`config.mk`:
```
export PLATFORM = sky130hd
export DESIGN_NAME = rtsnoc_port_buffer
export DESIGN_NICKNAME = d
export VERILOG_FILES = /design/src/rtl/rtsnoc_pkg.sv /design/src/rtl/rtsnoc_sync_fifo.sv /design/src/rtl/rtsnoc_port_buffer.sv
export SDC_FILE = /design/constraint.sdc
export NUM_CORES = 1
export LEC_CHECK = 0
export CORE_MARGIN = 1
export CORE_UTILIZATION = 40
export CTS_BUF_LIST = sky130_fd_sc_hd__clkbuf_2 sky130_fd_sc_hd__clkbuf_4 sky130_fd_sc_hd__clkbuf_8
export CTS_CLUSTER_DIAMETER = 60
export CTS_CLUSTER_SIZE = 30
export DETAILED_ROUTE_END_ITERATION = 10
export GPL_TIMING_DRIVEN = 0
export PLACE_DENSITY_LB_ADDON = 0.05
export SYNTH_ARGS = -nofsm -noshare
export SYNTH_HDL_FRONTEND = slang
export SYNTH_HIERARCHICAL = 1
export SYNTH_SLANG_ARGS = --single-unit
```
`constraint.sdc`:
```
create_clock -name clk -period 4.6 [get_ports clk]
set_input_delay 0.92 -clock clk [delete_from_list [all_inputs] [get_ports clk]]
set_output_delay 0.92 -clock clk [all_outputs]
set_load 0.1 [all_outputs]
```
`src/rtl/rtsnoc_pkg.sv`:
```
// Shared definitions for the RTSNoC port buffer: flit geometry and RX handshake states.
// Flit layout, MSB to LSB: {X_orig, Y_orig, local_orig[2:0], X_dst, Y_dst, local_dst[2:0], data}.
package rtsnoc_pkg;

  localparam int unsigned LOCAL_ADR_W = 3;

  typedef enum logic [1:0] {
    RX_IDLE    = 2'd0,
    RX_ACK     = 2'd1,
    RX_BLOCKED = 2'd2
  } rx_state_e;

  function automatic int unsigned hdr_width(input int unsigned sx, input int unsigned sy);
    return 2 * sx + 2 * sy + 2 * LOCAL_ADR_W;
  endfunction

  function automatic int unsigned bus_width(input int unsigned dw, input int unsigned sx,
                                            input int unsigned sy);
    return dw + hdr_width(sx, sy);
  endfunction

  function automatic int unsigned off_local_dst(input int unsigned dw);
    return dw;
  endfunction

  function automatic int unsigned off_y_dst(input int unsigned dw);
    return dw + LOCAL_ADR_W;
  endfunction

  function automatic int unsigned off_x_dst(input int unsigned dw, input int unsigned sy);
    return off_y_dst(dw) + sy;
  endfunction

  function automatic int unsigned off_local_orig(input int unsigned dw, input int unsigned sx,
                                                 input int unsigned sy);
    return off_x_dst(dw, sy) + sx;
  endfunction

  function automatic int unsigned off_y_orig(input int unsigned dw, input int unsigned sx,
                                             input int unsigned sy);
    return off_local_orig(dw, sx, sy) + LOCAL_ADR_W;
  endfunction

  function automatic int unsigned off_x_orig(input int unsigned dw, input int unsigned sx,
                                             input int unsigned sy);
    return off_y_orig(dw, sx, sy) + sy;
  endfunction

endpackage

```
`src/rtl/rtsnoc_sync_fifo.sv`:
```
// Show-ahead synchronous FIFO with registered occupancy count.
// A push while full is accepted only when a pop frees the slot in the same cycle.
module rtsnoc_sync_fifo #(
  parameter int unsigned WIDTH = 8,
  parameter int unsigned LOG2  = 2
) (
  input  logic             clk,
  input  logic             rst,
  input  logic             push,
  input  logic             pop,
  input  logic [WIDTH-1:0] din,
  output logic [WIDTH-1:0] dout,
  output logic             full,
  output logic             empty
);

  localparam int unsigned DEPTH = 2 ** LOG2;
  localparam logic [LOG2:0] FULL_CNT = {1'b1, {LOG2{1'b0}}};

  logic [WIDTH-1:0] mem_q [DEPTH];
  logic [LOG2-1:0]  wr_ptr_q, wr_ptr_d;
  logic [LOG2-1:0]  rd_ptr_q, rd_ptr_d;
  logic [LOG2:0]    count_q, count_d;
  logic             do_push, do_pop;

  assign full  = (count_q == FULL_CNT);
  assign empty = (count_q == '0);
  assign dout  = mem_q[rd_ptr_q];

  always_comb begin
    do_pop   = pop && !empty;
    do_push  = push && (!full || do_pop);
    wr_ptr_d = do_push ? wr_ptr_q + LOG2'(1) : wr_ptr_q;
    rd_ptr_d = do_pop  ? rd_ptr_q + LOG2'(1) : rd_ptr_q;
    count_d  = count_q;
    if (do_push && !do_pop) begin
      count_d = count_q + (LOG2 + 1)'(1);
    end else if (!do_push && do_pop) begin
      count_d = count_q - (LOG2 + 1)'(1);
    end
  end

  always_ff @(posedge clk) begin
    if (rst) begin
      wr_ptr_q <= '0;
      rd_ptr_q <= '0;
      count_q  <= '0;
    end else begin
      wr_ptr_q <= wr_ptr_d;
      rd_ptr_q <= rd_ptr_d;
      count_q  <= count_d;
    end
  end

  always_ff @(posedge clk) begin
    if (do_push) begin
      mem_q[wr_ptr_q] <= din;
    end
  end

endmodule

```
`src/rtl/rtsnoc_port_buffer.sv`:
```
// Elastic buffer between a Wishbone bridge and one RTSNoC router local port.
// TX and RX FIFOs decouple the wr/wait and nd/rd handshakes; misaddressed RX flits are dropped.
module rtsnoc_port_buffer
  import rtsnoc_pkg::*;
#(
  parameter int unsigned DATA_WIDTH    = 32,
  parameter int unsigned SOC_SIZE_X    = 1,
  parameter int unsigned SOC_SIZE_Y    = 1,
  parameter logic [2:0]  NOC_LOCAL_ADR = 3'd0,
  parameter int unsigned NOC_X         = 0,
  parameter int unsigned NOC_Y         = 0,
  parameter int unsigned FIFO_LOG2     = 2,
  localparam int unsigned BUS_W        = bus_width(DATA_WIDTH, SOC_SIZE_X, SOC_SIZE_Y)
) (
  input  logic             clk,
  input  logic             rst,
  input  logic [BUS_W-1:0] br_din_i,
  input  logic             br_wr_i,
  output logic             br_wait_o,
  output logic [BUS_W-1:0] br_dout_o,
  output logic             br_nd_o,
  input  logic             br_rd_i,
  output logic [BUS_W-1:0] rtr_din_o,
  output logic             rtr_wr_o,
  input  logic             rtr_wait_i,
  input  logic [BUS_W-1:0] rtr_dout_i,
  input  logic             rtr_nd_i,
  output logic             rtr_rd_o,
  output logic [7:0]       drop_cnt_o,
  output logic             tx_ovf_o
);

  localparam int unsigned LDST_LSB = off_local_dst(DATA_WIDTH);
  localparam int unsigned YDST_LSB = off_y_dst(DATA_WIDTH);
  localparam int unsigned XDST_LSB = off_x_dst(DATA_WIDTH, SOC_SIZE_Y);

  // ---------------- TX path ----------------
  logic [BUS_W-1:0] tx_head;
  logic             tx_full, tx_empty, tx_go;
  logic [BUS_W-1:0] rtr_din_q, rtr_din_d;
  logic             rtr_wr_q, rtr_wr_d;
  logic             tx_ovf_q, tx_ovf_d;

  rtsnoc_sync_fifo #(.WIDTH(BUS_W), .LOG2(FIFO_LOG2)) u_tx_fifo (
    .clk   (clk),
    .rst   (rst),
    .push  (br_wr_i),
    .pop   (tx_go),
    .din   (br_din_i),
    .dout  (tx_head),
    .full  (tx_full),
    .empty (tx_empty)
  );

  // Gating on the registered strobe leaves an idle cycle for the router to raise wait.
  always_comb begin
    tx_go     = !tx_empty && !rtr_wait_i && !rtr_wr_q;
    rtr_wr_d  = tx_go;
    rtr_din_d = tx_go ? tx_head : rtr_din_q;
    tx_ovf_d  = tx_ovf_q || (br_wr_i && tx_full && !tx_go);
  end

  // ---------------- RX path ----------------
  logic [BUS_W-1:0] rx_head;
  logic             rx_full, rx_empty, rx_push, rx_pop;
  logic             dst_match, drop_inc, rd_ack;
  rx_state_e        rx_state_q, rx_state_d;
  logic [7:0]       drop_cnt_q, drop_cnt_d;
  logic             pres_q, pres_d, pres_go;
  logic             br_nd_q, br_nd_d;
  logic [BUS_W-1:0] br_dout_q, br_dout_d;

  rtsnoc_sync_fifo #(.WIDTH(BUS_W), .LOG2(FIFO_LOG2)) u_rx_fifo (
    .clk   (clk),
    .rst   (rst),
    .push  (rx_push),
    .pop   (rx_pop),
    .din   (rtr_dout_i),
    .dout  (rx_head),
    .full  (rx_full),
    .empty (rx_empty)
  );

  assign dst_match = (rtr_dout_i[XDST_LSB +: SOC_SIZE_X] == SOC_SIZE_X'(NOC_X)) &&
                     (rtr_dout_i[YDST_LSB +: SOC_SIZE_Y] == SOC_SIZE_Y'(NOC_Y)) &&
                     (rtr_dout_i[LDST_LSB +: LOCAL_ADR_W] == NOC_LOCAL_ADR);

  always_comb begin
    rx_state_d = rx_state_q;
    unique case (rx_state_q)
      RX_IDLE: begin
        if (rtr_nd_i) begin
          rx_state_d = (dst_match && rx_full) ? RX_BLOCKED : RX_ACK;
        end
      end
      RX_BLOCKED: begin
        if (!rx_full) rx_state_d = RX_ACK;
      end
      RX_ACK:  rx_state_d = RX_IDLE;
      default: rx_state_d = RX_IDLE;
    endcase
  end

  always_comb begin
    rx_push  = 1'b0;
    drop_inc = 1'b0;
    rd_ack   = 1'b0;
    unique case (rx_state_q)
      RX_IDLE: begin
        rx_push  = rtr_nd_i && dst_match && !rx_full;
        drop_inc = rtr_nd_i && !dst_match;
      end
      RX_BLOCKED: rx_push = !rx_full;
      RX_ACK:     rd_ack  = 1'b1;
      default: ;
    endcase
  end

  // The presented flit stays at the FIFO head until the bridge reads it.
  always_comb begin
    pres_go    = !rx_empty && !pres_q;
    rx_pop     = br_rd_i && pres_q;
    br_nd_d    = pres_go;
    br_dout_d  = pres_go ? rx_head : br_dout_q;
    pres_d     = rx_pop ? 1'b0 : (pres_go ? 1'b1 : pres_q);
    drop_cnt_d = (drop_inc && drop_cnt_q != 8'hFF) ? drop_cnt_q + 8'd1 : drop_cnt_q;
  end

  always_ff @(posedge clk) begin
    if (rst) begin
      rtr_din_q  <= '0;
      rtr_wr_q   <= 1'b0;
      tx_ovf_q   <= 1'b0;
      rx_state_q <= RX_IDLE;
      drop_cnt_q <= '0;
      pres_q     <= 1'b0;
      br_nd_q    <= 1'b0;
      br_dout_q  <= '0;
    end else begin
      rtr_din_q  <= rtr_din_d;
      rtr_wr_q   <= rtr_wr_d;
      tx_ovf_q   <= tx_ovf_d;
      rx_state_q <= rx_state_d;
      drop_cnt_q <= drop_cnt_d;
      pres_q     <= pres_d;
      br_nd_q    <= br_nd_d;
      br_dout_q  <= br_dout_d;
    end
  end

  assign br_wait_o  = tx_full;
  assign rtr_din_o  = rtr_din_q;
  assign rtr_wr_o   = rtr_wr_q;
  assign tx_ovf_o   = tx_ovf_q;
  assign rtr_rd_o   = rd_ack;
  assign drop_cnt_o = drop_cnt_q;
  assign br_nd_o    = br_nd_q;
  assign br_dout_o  = br_dout_q;

endmodule

```
# Word level (Yosys, flattened, before mapping)
# Memories as Yosys holds them, arrays and structs flattened. A register that Yosys moved wholly into a read port is not among the register bits.
# Cells that the tools add are included.
# op_classes
mux	15
addsub	9
n_eq_ne	7
bitwise_logic	2
n_reduce_logical	45
# op_table
cell	count
logical AND 1 bit	21
zero test 1 bit	13
2-to-1 mux 3 bit	4
zero test 3 bit	3
adder 2 x 1 -> 2 bit, second input constant	4
adder 8 x 1 -> 8 bit, second input constant	1
!= test 8 bit, second input constant	1
adder 3 x 1 -> 3 bit, second input constant	2
== test 3 bit, second input constant	2
2-to-1 mux 1 bit	6
2-to-1 mux 2 bit	3
subtractor 3 x 1 -> 3 bit, second input constant	2
!= test 2 bit, second input constant	2
case mux 2 bit (2 select lines)	1
nonzero test 2 bit	2
logical OR 1 bit	3
== test 2 x 1 -> 1 bit, second input constant	1
== test 2 bit, second input constant	1
zero test 2 bit	1
inverter 1 bit	2
case mux 1 bit (2 select lines)	1
AND reduction 2 bit	1
OR reduction 2 bit	1
# word_totals
ramBits	336
out_inout_bits	97
in_bits	90
elab_cells	92
mem_count	2
register_bits	28
# mem_list
name	depth	word_bits	read_ports	rd_clocked_by_memory_dff	write_ports	line_no	rtl
u_rx_fifo.mem_q	4	42	1	1	1	rtsnoc_sync_fifo.sv:20	logic [WIDTH-1:0] mem_q [DEPTH];
u_tx_fifo.mem_q	4	42	1	1	1	rtsnoc_sync_fifo.sv:20	

# Depth between registers and ports, before layout
# Gate-level depths: netlist (run 1).
# depth
depth_word	11
ltp_mapped	13

# Modules after synthesis
# Netlist (run 1), hierarchy kept.
# modules_own_cells
mod	seq_area_each_um2	area_per_inst_um2	cells_each	n_inst
rtsnoc_sync_fifo	5225.0	6553.8	268	2
rtsnoc_port_buffer	1961.9	3527.1	441	1

# Worst setup path before layout (run 1)
# OpenSTA, ideal clock, no wires.
# synth_path
path_type	input to register
from	in rtr_dout_i[36]
to	reg u_rx_fifo.count_q[2]
cell_stages	11
arrival_time_ps	3375
required_ps	4530
path_slack_ps	1155
n_path_buf	0
cell_sequence	or4_4 > nor2_1 > a21oi_1 > nor3_1 > a21boi_2 > ha_1 > inv_1 > fa_1 > xor2_1 > or3_2 > a21oi_1
# synth_between
elab_chain_cells	10
# synth_rtl
item	line_no	rtl
from (decl)	rtsnoc_port_buffer.sv:26	input logic [BUS_W-1:0] rtr_dout_i,
inverter 1 bit *	rtsnoc_port_buffer.sv:84	assign dst_match = (rtr_dout_i[XDST_LSB +: SOC_SIZE_X] == SOC_SIZE_X'(NOC_X)) &&
logical AND 1 bit *	rtsnoc_port_buffer.sv:84	
logical AND 1 bit *	rtsnoc_port_buffer.sv:85	(rtr_dout_i[YDST_LSB +: SOC_SIZE_Y] == SOC_SIZE_Y'(NOC_Y)) &&
logical AND 1 bit * (2 in a row)	rtsnoc_port_buffer.sv:110	rx_push = rtr_nd_i && dst_match && !rx_full;
case mux 1 bit (2 select lines) *	rtsnoc_port_buffer.sv:108	unique case (rx_state_q)
via rx_push	rtsnoc_port_buffer.sv:65	logic rx_full, rx_empty, rx_push, rx_pop;
logical AND 1 bit *	rtsnoc_sync_fifo.sv:32	do_push = push && (!full || do_pop);
via u_rx_fifo.do_push	rtsnoc_sync_fifo.sv:24	logic do_push, do_pop;
zero test 1 bit	rtsnoc_sync_fifo.sv:38	end else if (!do_push && do_pop) begin
logical AND 1 bit	rtsnoc_sync_fifo.sv:38	
nonzero test 2 bit (no line)	--	
to (signal assigned)	rtsnoc_sync_fifo.sv:51	count_q <= count_d;
to (decl)	rtsnoc_sync_fifo.sv:23	logic [LOG2:0] count_q, count_d;
# The timed path passes the listed nets; every way through them passes the cells marked *.
# A chain may end at the register's enable or synchronous reset.

# Worst setup path after layout (run 1)
# layout_path
from	in rtr_wait_i
to	mem u_tx_fifo/mem_q[2][3] (netlist bit) (enable)
# layout_between
elab_chain_cells	8
# layout_rtl
item	line_no	rtl
from (decl)	rtsnoc_port_buffer.sv:25	input logic rtr_wait_i,
zero test 1 bit	rtsnoc_port_buffer.sv:57	tx_go = !tx_empty && !rtr_wait_i && !rtr_wr_q;
logical AND 1 bit (2 in a row)	rtsnoc_port_buffer.sv:57	
via rtr_wr_d	rtsnoc_port_buffer.sv:41	logic rtr_wr_q, rtr_wr_d;
logical AND 1 bit	rtsnoc_sync_fifo.sv:31	do_pop = pop && !empty;
logical OR 1 bit	rtsnoc_sync_fifo.sv:32	
logical AND 1 bit	rtsnoc_sync_fifo.sv:32	
via u_tx_fifo.do_push	rtsnoc_sync_fifo.sv:24	
2-to-1 mux 1 bit	rtsnoc_sync_fifo.sv:56	if (do_push) begin
2-to-1 mux 1 bit (implied by the code)	rtsnoc_sync_fifo.sv:57	mem_q[wr_ptr_q] <= din;
to (decl)	rtsnoc_sync_fifo.sv:20	
# The timed path passes the listed nets, and every way through them passes these cells.

==> results of run 1 <==
[final timing paths]
kind | startpoint | end | slack (ps) | depth (start not counted)
max | rtr_wait_i | u_tx_fifo/mem_q[2][3]$_DFFE_PP_ | 730 | 8
min reg2reg | rtr_din_o[3]$_SDFFE_PP0N_ | rtr_din_o[3]$_SDFFE_PP0N_ | 460 | 2
max reg2reg | u_tx_fifo/count_q[0]$_SDFFE_PP0P_ | u_tx_fifo/mem_q[2][3]$_DFFE_PP_ | 860 | 8
min | rtr_din_o[3]$_SDFFE_PP0N_ | rtr_din_o[3]$_SDFFE_PP0N_ | 460 | 2
[cell families (layout without fill, tap and decap cells)]
logic type / after synthesis / in the layout / share of synthesized area (%)
AND/OR/NAND/NOR: 238 / 238 / 6.28
adder cells (fa/ha/maj): 13 / 13 / 1.07
multiplexers: 92 / 92 / 11.9
buffers and inverters: 63 / 314 / 2.01
AO/OA/AOI/OAI: 111 / 111 / 3.69
XOR/XNOR: 8 / 8 / 0.421
flip-flops: 452 / 452 / 74.6
[metal layers]
layer / routed length, µm / up-vias
met5: 27 / -
met4: 725 / 4
met3: 2010 / 47
met2: 17300 / 169
met1: 15300 / 4460
li1: - / 4127
[power by group]
part | leakage [nW] | total, W | switching, W | internal (W)
Sequential | 3.99 | 0.00481 | 0.000124 | 0.00469
Clock | 0.424 | 0.00250 | 0.00148 | 0.00102
Combinational | 1.89 | 0.00214 | 0.00148 | 0.000668
Total | 6.30 | 0.00945 | 0.00308 | 0.00637
[layout make-up]
type | instances | area, µm²
timing repair buffer | 186 | 1860
sequential | 452 | 12400
multi-input combinational | 462 | 3890
fill | 3605 | 20900
buffer | 52 | 293
inverter | 11 | 41.3
tap | 532 | 666
clock inverter | 24 | 293
clock buffer | 41 | 552
[sequential cells by signal, summed over array words and instances (netlist names), 3 cells and up, named ones only]
name and cells:
u_rx_fifo/mem_q 168, u_tx_fifo/mem_q 168, br_dout_o 42, rtr_din_o 42, drop_cnt_o 8, u_rx_fifo/count_q 3
u_tx_fifo/count_q 3
[per-stage QoR]
| step | area [µm²] | TNS, ps | instances |
|---|---|---|---|
| 2_1_floorplan | 16600 | 0 | 977 |
| 3_3_place_gp | 19200 | -683 | 1695 |
| 3_5_place_dp | 19200 | -942 | 1695 |
| 4_1_cts | 20000 | 0 | 1760 |
| 5_1_grt | 20000 | 0 | 1760 |
| 6_report | 20000 | 0 | 1760 |
[critical path, delay by kind of cell]
| family | cells | cell delay (ps) |
|---|---|---|
| AOI/OAI and AO/OA | 1 | 350 |
| buffers and inverters | 5 | 1360 |
| and+or+nand+nor | 2 | 1440 |
[cell usage after synthesis (all sizes together), types with 6 or more instances]
library cell	instances	area share (%)
nor2	24	0.54
a21oi	92	2.8
nand2b	6	0.23
dfxtp	116	14
clkbuf	28	0.63
ha	11	0.83
inv	11	0.25
o21ai	6	0.18
buf	24	1.1
and2	9	0.40
nand2	170	3.8
xor2	8	0.42
mux4	84	11
edfxtp	336	61
[cells in the final DEF (no fill, tap or decap), types with 3 or more instances in the layout]
cell type          n
clkdlybuf4s50_1  186
or3_1              3
clkbuf_8          39
mux2i_1            5
o31ai_1            4
nand2b_1           6
clkbuf_1          28
xor2_1             8
nor2_1            24
or4_1              4
edfxtp_1         336
buf_2             12
and2_2             8
nand2_1          170
a21oi_1           92
inv_1             10
dfxtp_1          116
nor3_1             4
clkinvlp_4         3
inv_8              7
nor2b_1            3
o21ai_0            3
clkinv_8           4
inv_6              7
buf_6             11
ha_1              11
mux4_2            84
o21ai_1            3
==> run_results.csv, run 1 <==
group,metric,value,unit
synth,async_flop_share,0,%
drt,post_drt_wl_per_cell,20.1,µm
synth,ys.flop_type,"edfxtp_1",
cts,cts_tree,"yes",
drt,vias,8807,
synth,syn_avg_cell_area,17.0,µm²
synth,syn_nets,1080,
final_layout,synthToLayoutAreaGrowth,20.3,%
cts,ctsResizeCount,0,
synth,yosys_warnings,6,
sta,min_period,3870,ps
synth,synth_cells,977,
sta,slew_viol_final,0,
cts,numCtsBuffers,37,
place,gp_congestion,0.736,
global_route,grt_max_degree,43,
synth,seq_area_frac_synth,74.6,%
synth,synth_edf_count,336,
global_route,grt.busiest_layer,"met2",
critical_path,critPathMaxStageDelay,1100,ps
critical_path,path_cells,"clkdlybuf4s50_1 -> or3_1 -> clkbuf_1 -> inv_2 -> buf_2 -> inv_1 -> a21boi_2 -> and2_2",
critical_path,startpoint_type,"input port",
critical_path,crit_required,4820,ps
sta,finalHoldViolations,0,
power,power_leakage,6.30,nW
sta,worstMarginPinSlew,1310,ps
drt,dr.pass1.iters,4,
synth,synth_cell_types,46,
worst_hold_path,hold_path_class,"reg -> reg",
drt,wl,35300,µm
global_route,grt_pass1_wl,53800,µm
global_route,grt-ovfl-total,0,
cts,cts_root_buf,"clkbuf_8",
drt,via_per_inst,5.00,
place,hpwl,21300,µm
drt,drt_iter0_markers,418,
place,post-place-ws,-20.2,ps
cts,clk_latency,620,ps
floorplan,die_h,206,µm
floorplan,core,40900,µm²
cts,clkSlewWorstSetupHoldPaths,90,ps
final_layout,antenna_cells,0,
global_route,grt_pass1_vias,9076,
global_route,grt_antenna_before_repair,2,
cts,clock_path_buffers,3,
global_route,met3_usage,4.16,%
sta,slew_headroom,12.5,%
global_route,gr-usage-met2,28.3,%
sta,max_clock_freq,259,MHz
critical_path,crit_path_end_kind,"flop",
global_route,track_usage,17.1,%
floorplan,start_util,40.6,%
power,ir_worst_vdd,0.313,mV
run,cap_violations,0,
cts,cts_hold_buf,0,
sta,fin_worst_skew,31.4,ps
status,status,"finished, final reports clean",
critical_path,worstPathMaxFanout,42,
final_layout,fin_util,48.9,%
sta,setup_slack,734,ps
global_route,grt_util_met1,22.2,%
power,power.total,0.00945,W
final_layout,drive_gt1_share,15.8,%
synth,synth.ff_latch_count,452,
sta,rsz0062_at_grt,"no",
place,portBuffers,186,
floorplan,boundaryPins,187,
critical_path,criticalPathCategory,"in -> reg",
floorplan,die_x,206,µm
power,p_per_area,472,nW/µm²
critical_path,crit_path_top_delay_cell,"and2_2",
final_layout,num-nets-final,1305,
cts,cts_num_sinks,452,
floorplan,die_area,42400,µm²
cts,cts_setup_buffers,0,
critical_path,arrival,4080,ps
sta,period_share,84.0,%
drt,drc,0,
synth,syn-cell-area,16600,µm²
floorplan,row_count,74,
cts,htree_levels,2,
drt,final_antenna_net_count,0,
sta,final-setup-viol-count,0,
sta,holdWs,460,ps
No activity file was read; power rests on OpenSTA's default activity.
==> run 2, diff against run 1 <==
clock period = 3.8 ns   (was 4.6 ns; I/O delays follow)
==> run 2 against run 1 <==
Net effect: combinational power increased by 21%; register-to-register slack got worse by 550 ps; routed wire length increased by 0.12%; total power increased by 21%; highest routed layer unchanged; critical path depth decreased by 1; design area about the same; non-clock buffer count decreased by 1; hold slack about the same; first-iteration DRC count decreased by 6.0%; utilization about the same; largest cell class unchanged; critical endpoint is now u_rx_fifo/mem_q[2][14]$_DFFE_PP_.
==> run_results.csv, run 2 (same netlist as run 1, synthesis figures left out) <==
group,metric,value,unit
status,status,"finished, final reports clean",
place,hpwl,21300,µm
power,ir_worst_vdd,0.388,mV
floorplan,core,40900,µm²
place,dp_cells,1695,
sta,worstMarginPinSlew,1310,ps
power,p_per_area,572,nW/µm²
global_route,track_usage,17.1,%
sta,fin_worst_skew,30.4,ps
final_layout,reg_top3,"u_rx_fifo/mem_q: 168 flops, u_tx_fifo/mem_q: 168 flops",
final_layout,multi_input_area,3900,µm²
final_layout,antenna_cells,0,
place,portBuffers,186,
drt,vias,8824,
cts,cts_num_sinks,452,
critical_path,criticalPathCategory,"in -> reg",
place,dpl_cell_area,19200,µm²
sta,period_share,93.4,%
run,cap_violations,0,
global_route,gr-usage-met2,28.3,%
final_layout,synthToLayoutAreaGrowth,20.3,%
critical_path,startpoint_type,"input port",
final_layout,seq_area,12400,µm²
cts,clock_path_buffers,3,
critical_path,crit_path_end_kind,"flop",
place,gp_congestion,0.736,
cts,cts_hold_buf,0,
final_layout,drive_gt1_share,15.7,%
cts,clkSlewWorstSetupHoldPaths,110,ps
global_route,grt_max_degree,43,
floorplan,start_util,40.6,%
final_layout,instances_no_fill,1759,
sta,max_clock_freq,282,MHz
global_route,grt_pass1_vias,9083,
worst_hold_path,hold_path_class,"reg -> reg",
floorplan,die_area,42400,µm²
final_layout,stdcell_area,20000,µm²
critical_path,reg2reg_from,"u_tx_fifo/count_q[0]$_SDFFE_PP0P_",
drt,dr.pass1.iters,4,
drt,final_antenna_net_count,0,
sta,slew_viol_final,0,
floorplan,row_count,74,
sta,final-setup-viol-count,0,
final_layout,layout_commonest_cell,"edfxtp_1",
drt,drc,0,
global_route,grt_util_met1,22.2,%
drt,post_drt_wl_per_cell,20.1,µm
critical_path,crit_required,4020,ps
global_route,met3_usage,4.16,%
drt,wl,35400,µm
final_layout,fill_cells,3598,
final_layout,layout_common_cells,"edfxtp_1 (336), clkdlybuf4s50_1 (186), nand2_1 (170)",
sta,slew_headroom,12.5,%
global_route,grt_pass1_wl,53800,µm
cts,cts_setup_buffers,0,
floorplan,boundaryPins,187,
cts,htree_levels,2,
drt,drt_iter0_markers,393,
critical_path,worstPathMaxFanout,42,
global_route,grt.busiest_layer,"met2",
critical_path,worstSetupStartpoint,"rtr_dout_i[36]",
global_route,grt_antenna_before_repair,2,
sta,setup_tns,0,ps
final_layout,num-nets-final,1304,
drt,via_per_inst,5.02,
cts,cts_root_buf,"clkbuf_8",
sta,min_period,3550,ps
cts,clk_latency,610,ps
cts,ctsResizeCount,2,
worst_hold_path,min_from,"rtr_din_o[3]$_SDFFE_PP0N_",
floorplan,die_h,206,µm
sta,finalHoldViolations,0,
cts,numCtsBuffers,37,
global_route,grt-ovfl-total,0,
critical_path,arrival,3770,ps
power,power_leakage,6.31,nW
cts,cts_tree,"yes",
floorplan,die_x,206,µm
-- run 2: changes by cell type in the layout (fill, tap and decap cells not counted) --
cell      before  now
a21boi_2       2    1
and2_4         0    4
a21boi_4       0    1
buf_2         12   11
and2_2         8    4
-- run 2: worst paths after layout --
kind / to / slack, ps / cells after the start
max: u_rx_fifo/mem_q[2][14]$_DFFE_PP_ / 250 / 7
min: rtr_din_o[3]$_SDFFE_PP0N_ / 460 / 2
max reg2reg: u_tx_fifo/count_q[2]$_SDFFE_PP0P_ / 310 / 12
min reg2reg: rtr_din_o[3]$_SDFFE_PP0N_ / 460 / 2
-- run 2: metrics by stage --
step                setup WS [ps]  utilization (%)  power, W  hold WS [ps]
floorplan                     515                -   0.00781           460
global placement             -659             46.8   0.00857           444
detailed placement           -660             46.8   0.00858           447
CTS                         -86.0             48.9    0.0116           460
global route                -13.5             48.9    0.0120           480
finish                        250             48.9    0.0114           460
-- run 2: cell type report --
type	instances	share of cell area, %
clock inverters	24	1.46
plain buffers	51	1.44
flip-flops and latches	452	62.0
clock buffers	41	2.76
inverters	11	0.206
multi-input cells	462	19.5
well taps	532	3.33
repair buffers	186	9.30
-- run 2: layer usage --
metal  up-vias  wire [µm]
met4         4        722
li1       4126          -
met1      4483      15400
met2       164      17300
met3        47       1890
met5         -         27
-- run 2: worst max-delay path, stage by stage --
cell and delay (ps):
clkdlybuf4s50_1 500, or4_4 610, nor2_1 150, a21oi_1 100, nor3_1 140, a21boi_2 380
and2_2 1060
-- run 2: where the power goes --
part	switching [W]	internal (W)
Sequential	0.000150	0.00567
Combinational	0.00179	0.000811
Clock	0.00179	0.00123
Total	0.00373	0.00771
